## src/rtl/signed_mac_accumulator_pkg.sv

```systemverilog
// rtl/signed_mac_accumulator_pkg.sv - shared types, constants and helpers for the signed MAC accumulator
//
// Purpose : FSM state enumeration, product width constant and the signed
//           saturation limit helper used by mac_sat_adder.
// Ports   : none (package).
// Config  : SIGNED_MAC_SAT_EN selects clamping in mac_sat_adder; the
//           package content is identical in both builds.

package signed_mac_accumulator_pkg;

  // Frame FSM states.
  typedef enum logic [1:0] {
    IDLE = 2'd0,
    ACC  = 2'd1,
    DONE = 2'd2
  } mac_state_e;

  // Width of the signed 3x3 multiplier product feeding the accumulator.
  localparam int PROD_W = 6;

  // Bit pattern of the signed limit for a width-bit accumulator, returned
  // right-aligned in 32 bits; the caller truncates to its own width.
  // 1 << (width-1) truncated to width bits is exactly the most negative
  // value, and one less than it is the most positive value.
  function automatic logic [31:0] sat_limit(input int unsigned width,
                                            input logic        negative);
    logic [31:0] msb;
    msb = 32'h1 << (width - 1);
    return negative ? msb : (msb - 32'h1);
  endfunction

endpackage

```

## src/rtl/mac_sat_adder.sv

```systemverilog
// rtl/mac_sat_adder.sv - sign-extending accumulate adder with overflow detect and optional clamp
//
// Purpose : Adds a sign-extended product to the running accumulator (or to
//           zero on the first beat of a frame), flags when the true sum
//           leaves the ACC_W signed range and either wraps or clamps.
// Config  : SIGNED_MAC_SAT_EN defined   -> out-of-range results clamp to
//                                          the signed min/max.
//           SIGNED_MAC_SAT_EN undefined -> results wrap modulo 2^ACC_W.
// Ports   :
//   load_i     in   1        treat the accumulator as zero (frame start)
//   acc_i      in   ACC_W    current accumulator value (signed)
//   product_i  in   PROD_W   signed product to add
//   sum_o      out  ACC_W    next accumulator value
//   ovf_o      out  1        true sum was outside the ACC_W signed range

module mac_sat_adder
  import signed_mac_accumulator_pkg::*;
#(
  parameter int ACC_W = 10
) (
  input  logic              load_i,
  input  logic [ACC_W-1:0]  acc_i,
  input  logic [PROD_W-1:0] product_i,
  output logic [ACC_W-1:0]  sum_o,
  output logic              ovf_o
);

  // One guard bit above ACC_W holds the true sign of the sum of two
  // ACC_W-bit signed operands, so no information is lost here.
  logic [ACC_W:0] acc_ext;
  logic [ACC_W:0] prod_ext;
  logic [ACC_W:0] wide;

  assign acc_ext  = load_i ? '0 : {acc_i[ACC_W-1], acc_i};
  assign prod_ext = {{(ACC_W + 1 - PROD_W){product_i[PROD_W-1]}}, product_i};
  assign wide     = acc_ext + prod_ext;

  // The result fits only if the guard bit agrees with the ACC_W sign bit.
  assign ovf_o = wide[ACC_W] ^ wide[ACC_W-1];

`ifdef SIGNED_MAC_SAT_EN
  logic [ACC_W-1:0] lim_pos;
  logic [ACC_W-1:0] lim_neg;

  assign lim_pos = ACC_W'(sat_limit(ACC_W, 1'b0));
  assign lim_neg = ACC_W'(sat_limit(ACC_W, 1'b1));

  // The guard bit gives the direction of the excursion.
  assign sum_o = !ovf_o      ? wide[ACC_W-1:0] :
                 wide[ACC_W] ? lim_neg         : lim_pos;
`else
  assign sum_o = wide[ACC_W-1:0];
`endif

endmodule

```

## src/rtl/signed_mac_accumulator.sv

```systemverilog
// rtl/signed_mac_accumulator.sv - framed signed multiply-accumulate with valid/ready handshakes
//
// Purpose : Sums COUNT signed 6-bit products per frame, presents the frame
//           total with a sticky overflow flag and holds it until taken.
// Config  : SIGNED_MAC_SAT_EN (see mac_sat_adder) selects clamp vs wrap on
//           an out-of-range add; overflow is flagged in both builds.
// Params  : COUNT  products per frame (2..16)
//           ACC_W  accumulator / result width (7..32)
// Ports   :
//   clk        in   1       rising-edge clock
//   rst_n      in   1       asynchronous active-low reset
//   clear      in   1       synchronous frame abort, wins over everything
//   in_valid   in   1       product is valid
//   product    in   6       signed product
//   in_ready   out  1       a product beat can be accepted
//   out_valid  out  1       sum holds a completed frame total
//   out_ready  in   1       consumer takes sum
//   sum        out  ACC_W   signed frame total
//   overflow   out  1       frame overflow flag, meaningful with out_valid

module signed_mac_accumulator
  import signed_mac_accumulator_pkg::*;
#(
  parameter int COUNT = 4,
  parameter int ACC_W = 10
) (
  input  logic              clk,
  input  logic              rst_n,
  input  logic              clear,
  input  logic              in_valid,
  input  logic [PROD_W-1:0] product,
  output logic              in_ready,
  output logic              out_valid,
  input  logic              out_ready,
  output logic [ACC_W-1:0]  sum,
  output logic              overflow
);

  localparam int CNT_W = $clog2(COUNT + 1);

  mac_state_e       state_q;
  logic [ACC_W-1:0] acc_q;
  logic [ACC_W-1:0] sum_q;
  logic [CNT_W-1:0] cnt_q;
  logic             out_valid_q;
  logic             ovf_q;

  logic [ACC_W-1:0] acc_d;
  logic             add_ovf;
  logic             beat;
  logic             last_beat;
  logic             load;

  // State resets to IDLE, so in_ready reads 1 while reset is held.
  assign in_ready  = (state_q != DONE);
  assign beat      = in_valid & in_ready;
  assign last_beat = (cnt_q == CNT_W'(COUNT - 1));
  // First beat of a frame starts from zero rather than whatever acc holds.
  assign load      = (state_q == IDLE);

  assign out_valid = out_valid_q;
  assign sum       = sum_q;
  assign overflow  = ovf_q;

  mac_sat_adder #(
    .ACC_W (ACC_W)
  ) u_adder (
    .load_i    (load),
    .acc_i     (acc_q),
    .product_i (product),
    .sum_o     (acc_d),
    .ovf_o     (add_ovf)
  );

  always_ff @(posedge clk or negedge rst_n) begin
    if (!rst_n) begin
      state_q     <= IDLE;
      acc_q       <= '0;
      cnt_q       <= '0;
      sum_q       <= '0;
      out_valid_q <= 1'b0;
      ovf_q       <= 1'b0;
    end else if (clear) begin
      // Abort drops any beat or handshake on this cycle and any pending sum.
      state_q     <= IDLE;
      acc_q       <= '0;
      cnt_q       <= '0;
      out_valid_q <= 1'b0;
      ovf_q       <= 1'b0;
    end else begin
      case (state_q)
        IDLE: begin
          if (beat) begin
            acc_q   <= acc_d;
            cnt_q   <= CNT_W'(1);
            ovf_q   <= add_ovf;
            state_q <= ACC;
          end
        end

        ACC: begin
          if (beat) begin
            acc_q <= acc_d;
            cnt_q <= cnt_q + CNT_W'(1);
            ovf_q <= ovf_q | add_ovf;
            if (last_beat) begin
              state_q     <= DONE;
              sum_q       <= acc_d;
              out_valid_q <= 1'b1;
            end
          end
        end

        DONE: begin
          if (out_ready) begin
            state_q     <= IDLE;
            acc_q       <= '0;
            cnt_q       <= '0;
            out_valid_q <= 1'b0;
            ovf_q       <= 1'b0;
          end
        end

        default: begin
          state_q     <= IDLE;
          acc_q       <= '0;
          cnt_q       <= '0;
          out_valid_q <= 1'b0;
          ovf_q       <= 1'b0;
        end
      endcase
    end
  end

endmodule
```

## config.mk

```make
export PLATFORM = sky130hd
export DESIGN_NAME = signed_mac_accumulator
export DESIGN_NICKNAME = d
export VERILOG_FILES = /design/src/rtl/signed_mac_accumulator_pkg.sv /design/src/rtl/mac_sat_adder.sv /design/src/rtl/signed_mac_accumulator.sv
export SDC_FILE = /design/constraint.sdc
export NUM_CORES = 1
export LEC_CHECK = 0
export ABC_AREA = 1
export BUFFER_PORTS_ARGS = -buffer_cell sky130_fd_sc_hd__buf_4
export CAP_MARGIN = 5
export CELL_PAD_IN_SITES_DETAIL_PLACEMENT = 1
export CELL_PAD_IN_SITES_GLOBAL_PLACEMENT = 2
export CORE_MARGIN = 3
export CORE_UTILIZATION = 29
export CTS_CLUSTER_SIZE = 24
export DETAILED_ROUTE_END_ITERATION = 10
export PLACE_DENSITY_LB_ADDON = 0.3
export REMOVE_ABC_BUFFERS = 1
export SKIP_LAST_GASP = 1
export SLEW_MARGIN = 20
export SYNTH_ARGS = -nofsm -noshare
export SYNTH_HDL_FRONTEND = slang
export SYNTH_SLANG_ARGS = --single-unit
```

## constraint.sdc

```tcl
create_clock -name clk -period 2.1 [get_ports clk]
set_input_delay 0.42 -clock clk [delete_from_list [all_inputs] [get_ports clk]]
set_output_delay 0.42 -clock clk [all_outputs]
set_load 0.05 [all_outputs]
```

### Yosys cells after proc, flatten, opt, wreduce, memory -nomap -nowiden

Index checks and enable logic that the tools add are counted.

| operators by class | value |
|---|---|
| reductions and logical operators | 7 |
| add/sub/neg operators | 2 |
| bitwise gates (word level) | 4 |
| multiplexer cells | 25 |
| equality and inequality tests | 10 |

Operators with widths:

| kind | number |
|---|---|
| $mux W10 | 3 |
| $pmux W10 S2 | 1 |
| $mux W3 | 4 |
| $ne A3 B3 Y1 const B | 4 |
| $reduce_and A4 Y1 | 3 |
| $add A11 B11 Y11 | 1 |
| $mux W11 | 1 |
| $mux W2 | 5 |
| $pmux W3 S3 | 1 |
| $mux W1 | 7 |
| $pmux W1 S3 | 2 |
| $pmux W2 S3 | 1 |
| $ne A2 B2 Y1 const B | 2 |
| $add A3 B1 Y3 const B | 1 |
| $eq A3 B2 Y1 const B | 1 |
| $ne A3 B1 Y1 const B | 1 |
| $reduce_and A3 Y1 | 1 |
| $eq A2 B1 Y1 const B | 1 |
| $eq A2 B2 Y1 const B | 1 |
| $logic_not A2 Y1 | 1 |
| $reduce_and A2 Y1 | 1 |
| $reduce_or A2 Y1 | 1 |
| $and A1 B1 Y1 | 1 |
| $not A1 Y1 | 1 |
| 2 further kinds | 2 |

| storage, ports and cells | value |
|---|---|
| register bits | 27 |
| output and inout bits | 13 |

### Logic depth before layout (Yosys ltp)

| depth | value |
|---|---|
| word-level depth | 8 |
| gate-level depth with buffers | 15 |

### Hierarchy

A second synthesis with hierarchy kept.

| unflattened totals | value |
|---|---|
| cell total of the unflattened synthesis | 250 |
| area, all modules | 1,880.6 sq um |

Modules (own cells, without submodules):

| module | seq. area each (sq um) | times used | area each (sq um) | cells an instance |
|---|---|---|---|---|
| signed_mac_accumulator | 675.6 | 1 | 1,258.7 | 140 |
| mac_sat_adder | 0.0 | 1 | 621.8 | 110 |

### Worst setup path before layout

OpenSTA, ideal clock, no wires.

| path | value |
|---|---|
| kind | register -> register |
| start point | register state_q[0] |
| end point | register acc_q[6] |
| path slack | -0.190 ns |
| buffers on the path | 0 |
| required time | 1.968 ns |
| period minus slack after synthesis | 2.290 ns |
| stages on the path, launching flop included | 11 |
| arrival time | 2.157 ns |
| cell sequence | dfrtp_1 nor2_1 nor2_1 ha_1 fa_1 inv_1 nor2_1 nor2_1 o21ai_0 xnor2_1 o22ai_1 |

| between the ends | value |
|---|---|
| cells in the longest elaborated chain, start to end | 6 |
| elaborated cells on any way between the ends | 14 |

RTL lines:

| item | line | text |
|---|---|---|
| start: declaration | signed_mac_accumulator.sv:41 | `mac_state_e state_q;` |
| start signal: assignment | signed_mac_accumulator.sv:77 | `state_q <= IDLE;` |
| start signal: assignment | signed_mac_accumulator.sv:85 | `state_q <= IDLE;` |
| start signal: assignment | signed_mac_accumulator.sv:97 | `state_q <= ACC;` |
| $logic_not A2 Y1 | signed_mac_accumulator.sv:59, signed_mac_accumulator.sv:91 |  |
| $mux W11 | mac_sat_adder.sv:34 | `assign acc_ext = load_i ? '0 : {acc_i[ACC_W-1], acc_i};` |
| $add A11 B11 Y11 | mac_sat_adder.sv:36 | `assign wide = acc_ext + prod_ext;` |
| $mux W10 | signed_mac_accumulator.sv:93, signed_mac_accumulator.sv:102 |  |
| $pmux W10 S2 | signed_mac_accumulator.sv:91 | `case (state_q)` |
| $mux W10 | signed_mac_accumulator.sv:83 | `end else if (clear) begin` |
| end signal: assignment | signed_mac_accumulator.sv:86 | `acc_q <= '0;` |
| end signal: assignment | signed_mac_accumulator.sv:94 | `acc_q <= acc_d;` |
| end signal: assignment | signed_mac_accumulator.sv:103 | `acc_q <= acc_d;` |
| end: declaration | signed_mac_accumulator.sv:42 | `logic [ACC_W-1:0] acc_q;` |

Several ways; a longest one is shown, not always the timed one. The select of a mux whose other input is x is not followed.
A chain may end at the register's enable or synchronous reset.

### Worst setup path in the final report

| path | value |
|---|---|
| start point | register state_q[1] |
| end point | register acc_q[8] |

Same word-level chain as after synthesis.

==> metrics.yaml <==
core_sq_mm: 0.005540
die_area_sq_mm: 0.006711
cp-end-kind: "flop"
max-cap-violations: 0
initial_core_util: 0.3017
period_minus_slack_ns: 2.091
tritoncts: "built"
die_h_um: 81.92
areaGrowthSynthToFinish_pct: 41.54
place_area_sq_mm: 0.002058
synth_area_sq_mm: 0.001672
dp_hpwl_mm: 3.368
grt_pass1_wl_mm: 7.245
worstSkewPairLatency_ns: 0.26
period_share: 0.9955
grt_max_degree: 28
design_area_sq_mm: 0.002366
grt-busiest-layer: "met2"
synthCells: 218
synth_top_area_cell: "dfrtp_1"
cp.arrival_ns: 2.26
use_met3: 0.006579
critPathKind: "reg2reg"
hold_viol_final: 0
fp.dieW_um: 81.92
status: "completed"
hold_buffers: 0
yosysWarnings: 0
ant_nets: 0
io_buffers: 23
use_met2: 0.2237
via_count: 1510
maxSlewHeadroom: 0.7426
avgRoutedWirePerCell_um: 13.15
dp.cells: 330
rsz0062_at_grt: "true"
crit_chain: "nor2_4, buf_6, nor2_4, ha_4, fa_2, inv_2, nor2_2, nor2_2, o21ai_2, nand3_2, nand3_2, nand3_1, nand2_1"
netlist_top_cells_area: "dfrtp_1 40%, nand2_1 14%, ha_1 9.0%, inv_1 7.9%, nor2_1 5.2%"
drc: 0
rr_startpoint: "state_q[1]"
max_freq_mhz: 478.3
postSynthAreaPerCell_sq_um: 7.668
fin_hold_ws_ns: 0.05301
power_density_mw_per_mm2: 983.8
final_common_cell: "nand2_1"
mostFrequentLayoutCells: "50 x nand2_1, 45 x buf_4, 34 x inv_1"
firstDrtPassIters: 3
via_per_inst: 4.441
yosys.cell_types.count: 20
gp_congestion: 0.7831
min_path_type: "in2async"
final.setup_skew_ns: 0.003158
cts-root-buf: "clkbuf_8"
final_max_slew_viol_count: 0
rows: 27
clk_pin_slew_ns: 0.09
worstPathRequired_ns: 2.27
yosysSeqAreaShare: 0.4042
synth_top_area_share: 0.4042
grt_pass1_vias: 1583
insertedDiodeCount: 0
drt_iter0_drc: 33
start_kind: "flop"
pin_count: 24
antenna_found_initial: 0
power.leakage_uw: 0.001196
drive_above_1_share: 0.4142
seq_area_sq_um: 675.6
htreeDepth: 1
clock_path_buffers: 2
cts.sinks: 27
slowest_stage: "dfrtp_1"
startpoint: "state_q[1]"
nets: 293
cpPeakStageDelay_ns: 0.43
met1_usage: 0.1916
tightest_slew_ns: 0.3855
peakVddDrop_v: 0.0005124
layout.cells.non_filler: 340
multi_input_area_sq_mm: 0.001045
synth_seq_cells: 27
drt-total-wl_mm: 4.471
nFillCells: 691
cp_max_fo: 5
track_usage: 0.1346
cts_buffers: 3
finalSetupViolations: 0
grt_overflow: 0
## kinds of logic (layout without fill, tap and decap cells)
group                    count (synthesis)  in the layout  synth area share
AO/OA/AOI/OAI                           31             31            0.1235
XOR/XNOR                                 6              6           0.03144
adder cells (fa/ha/maj)                 13             13            0.1018
buffers and inverters                   41             91           0.09656
flip-flops                              27             27            0.4042
AND/OR/NAND/NOR                        100            100            0.2425
## critical path, delay by kind of cell, from the launching register on
kind	cells	cell delay, ns
AOI/OAI and AO/OA	1	0.11
adders and majority gates	2	0.57
buffers and inverters	2	0.21
DFF	1	0.43
and+or+nand+nor	8	0.70
## Yosys cell counts
cell type and number:
fa_1 1, inv_2 5, xnor2_1 3, o21ai_2 8
o21ai_0 10, a21oi_1 4, ha_1 12, nand3_2 1
nand3b_1 1, o22ai_1 7, nor2_1 23, nand3_1 12
inv_1 35, nor2_2 2, xor2_1 3, o2111ai_2 1
buf_6 1, nand2_1 61, a22oi_1 1, dfrtp_1 27
## sequential cells by signal, indices dropped and copies added (netlist names)
signal / count
acc_q: 10
sum: 10
cnt_q: 3
state_q: 2
out_valid: 1
overflow: 1
## per-layer routing
layer,vias up,wire (um)
met5,-,0
met3,2,43
met4,0,33
met1,714,2197
li1,785,-
met2,9,2196
## layout make-up
type,count,area share
clock buffer,4,0.01904
inverter,40,0.06346
multi-input combinational,150,0.4416
sequential,27,0.2856
tap,72,0.03808
timing repair buffer,47,0.1523
## path summary, 6_finish.rpt
path                       slack, ns          to  depth (start not counted)
max                            0.009    acc_q[8]                         13
min                             0.05   out_valid                          1
max reg2reg                    0.009    acc_q[8]                         13
min reg2reg                     0.48    acc_q[7]                          2
max in group asynchronous       1.78      sum[2]                          1
min in group clk                0.45  state_q[1]                          4
## power breakdown
group / leakage (uW) / switching [uW] / internal, uW
registers: 0.000349 / 74.8 / 664
logic: 0.000825 / 824 / 476
clock network: 0.0000228 / 154 / 136
## metrics by stage
| step | total power, uW | setup slack, ns | util | TNS, ns |
|---|---|---|---|---|
| global placement | 1883 | -0.03877 | 0.3715 | -0.1956 |
| detailed placement | 1895 | -0.1180 | 0.3715 | -0.5733 |
| floorplan | 1499 | -0.1897 | - | -0.8111 |
| CTS | 2211 | -0.04677 | 0.3841 | -0.08834 |
| finish | 2328 | 0.009370 | 0.4271 | 0 |
| global route | 2505 | -0.1500 | 0.4271 | -0.7312 |
## repair_timing
| item | in CTS | in global routing |
|---|---|---|
| setup endpoints to repair | 10 | 15 |
| gates resized for setup | 5 | 53 |
| buffers inserted | 0 | 5 |
| pin swaps | 1 | 19 |
| cloned | 0 | 1 |
No activity file was read; power rests on OpenSTA's default activity.
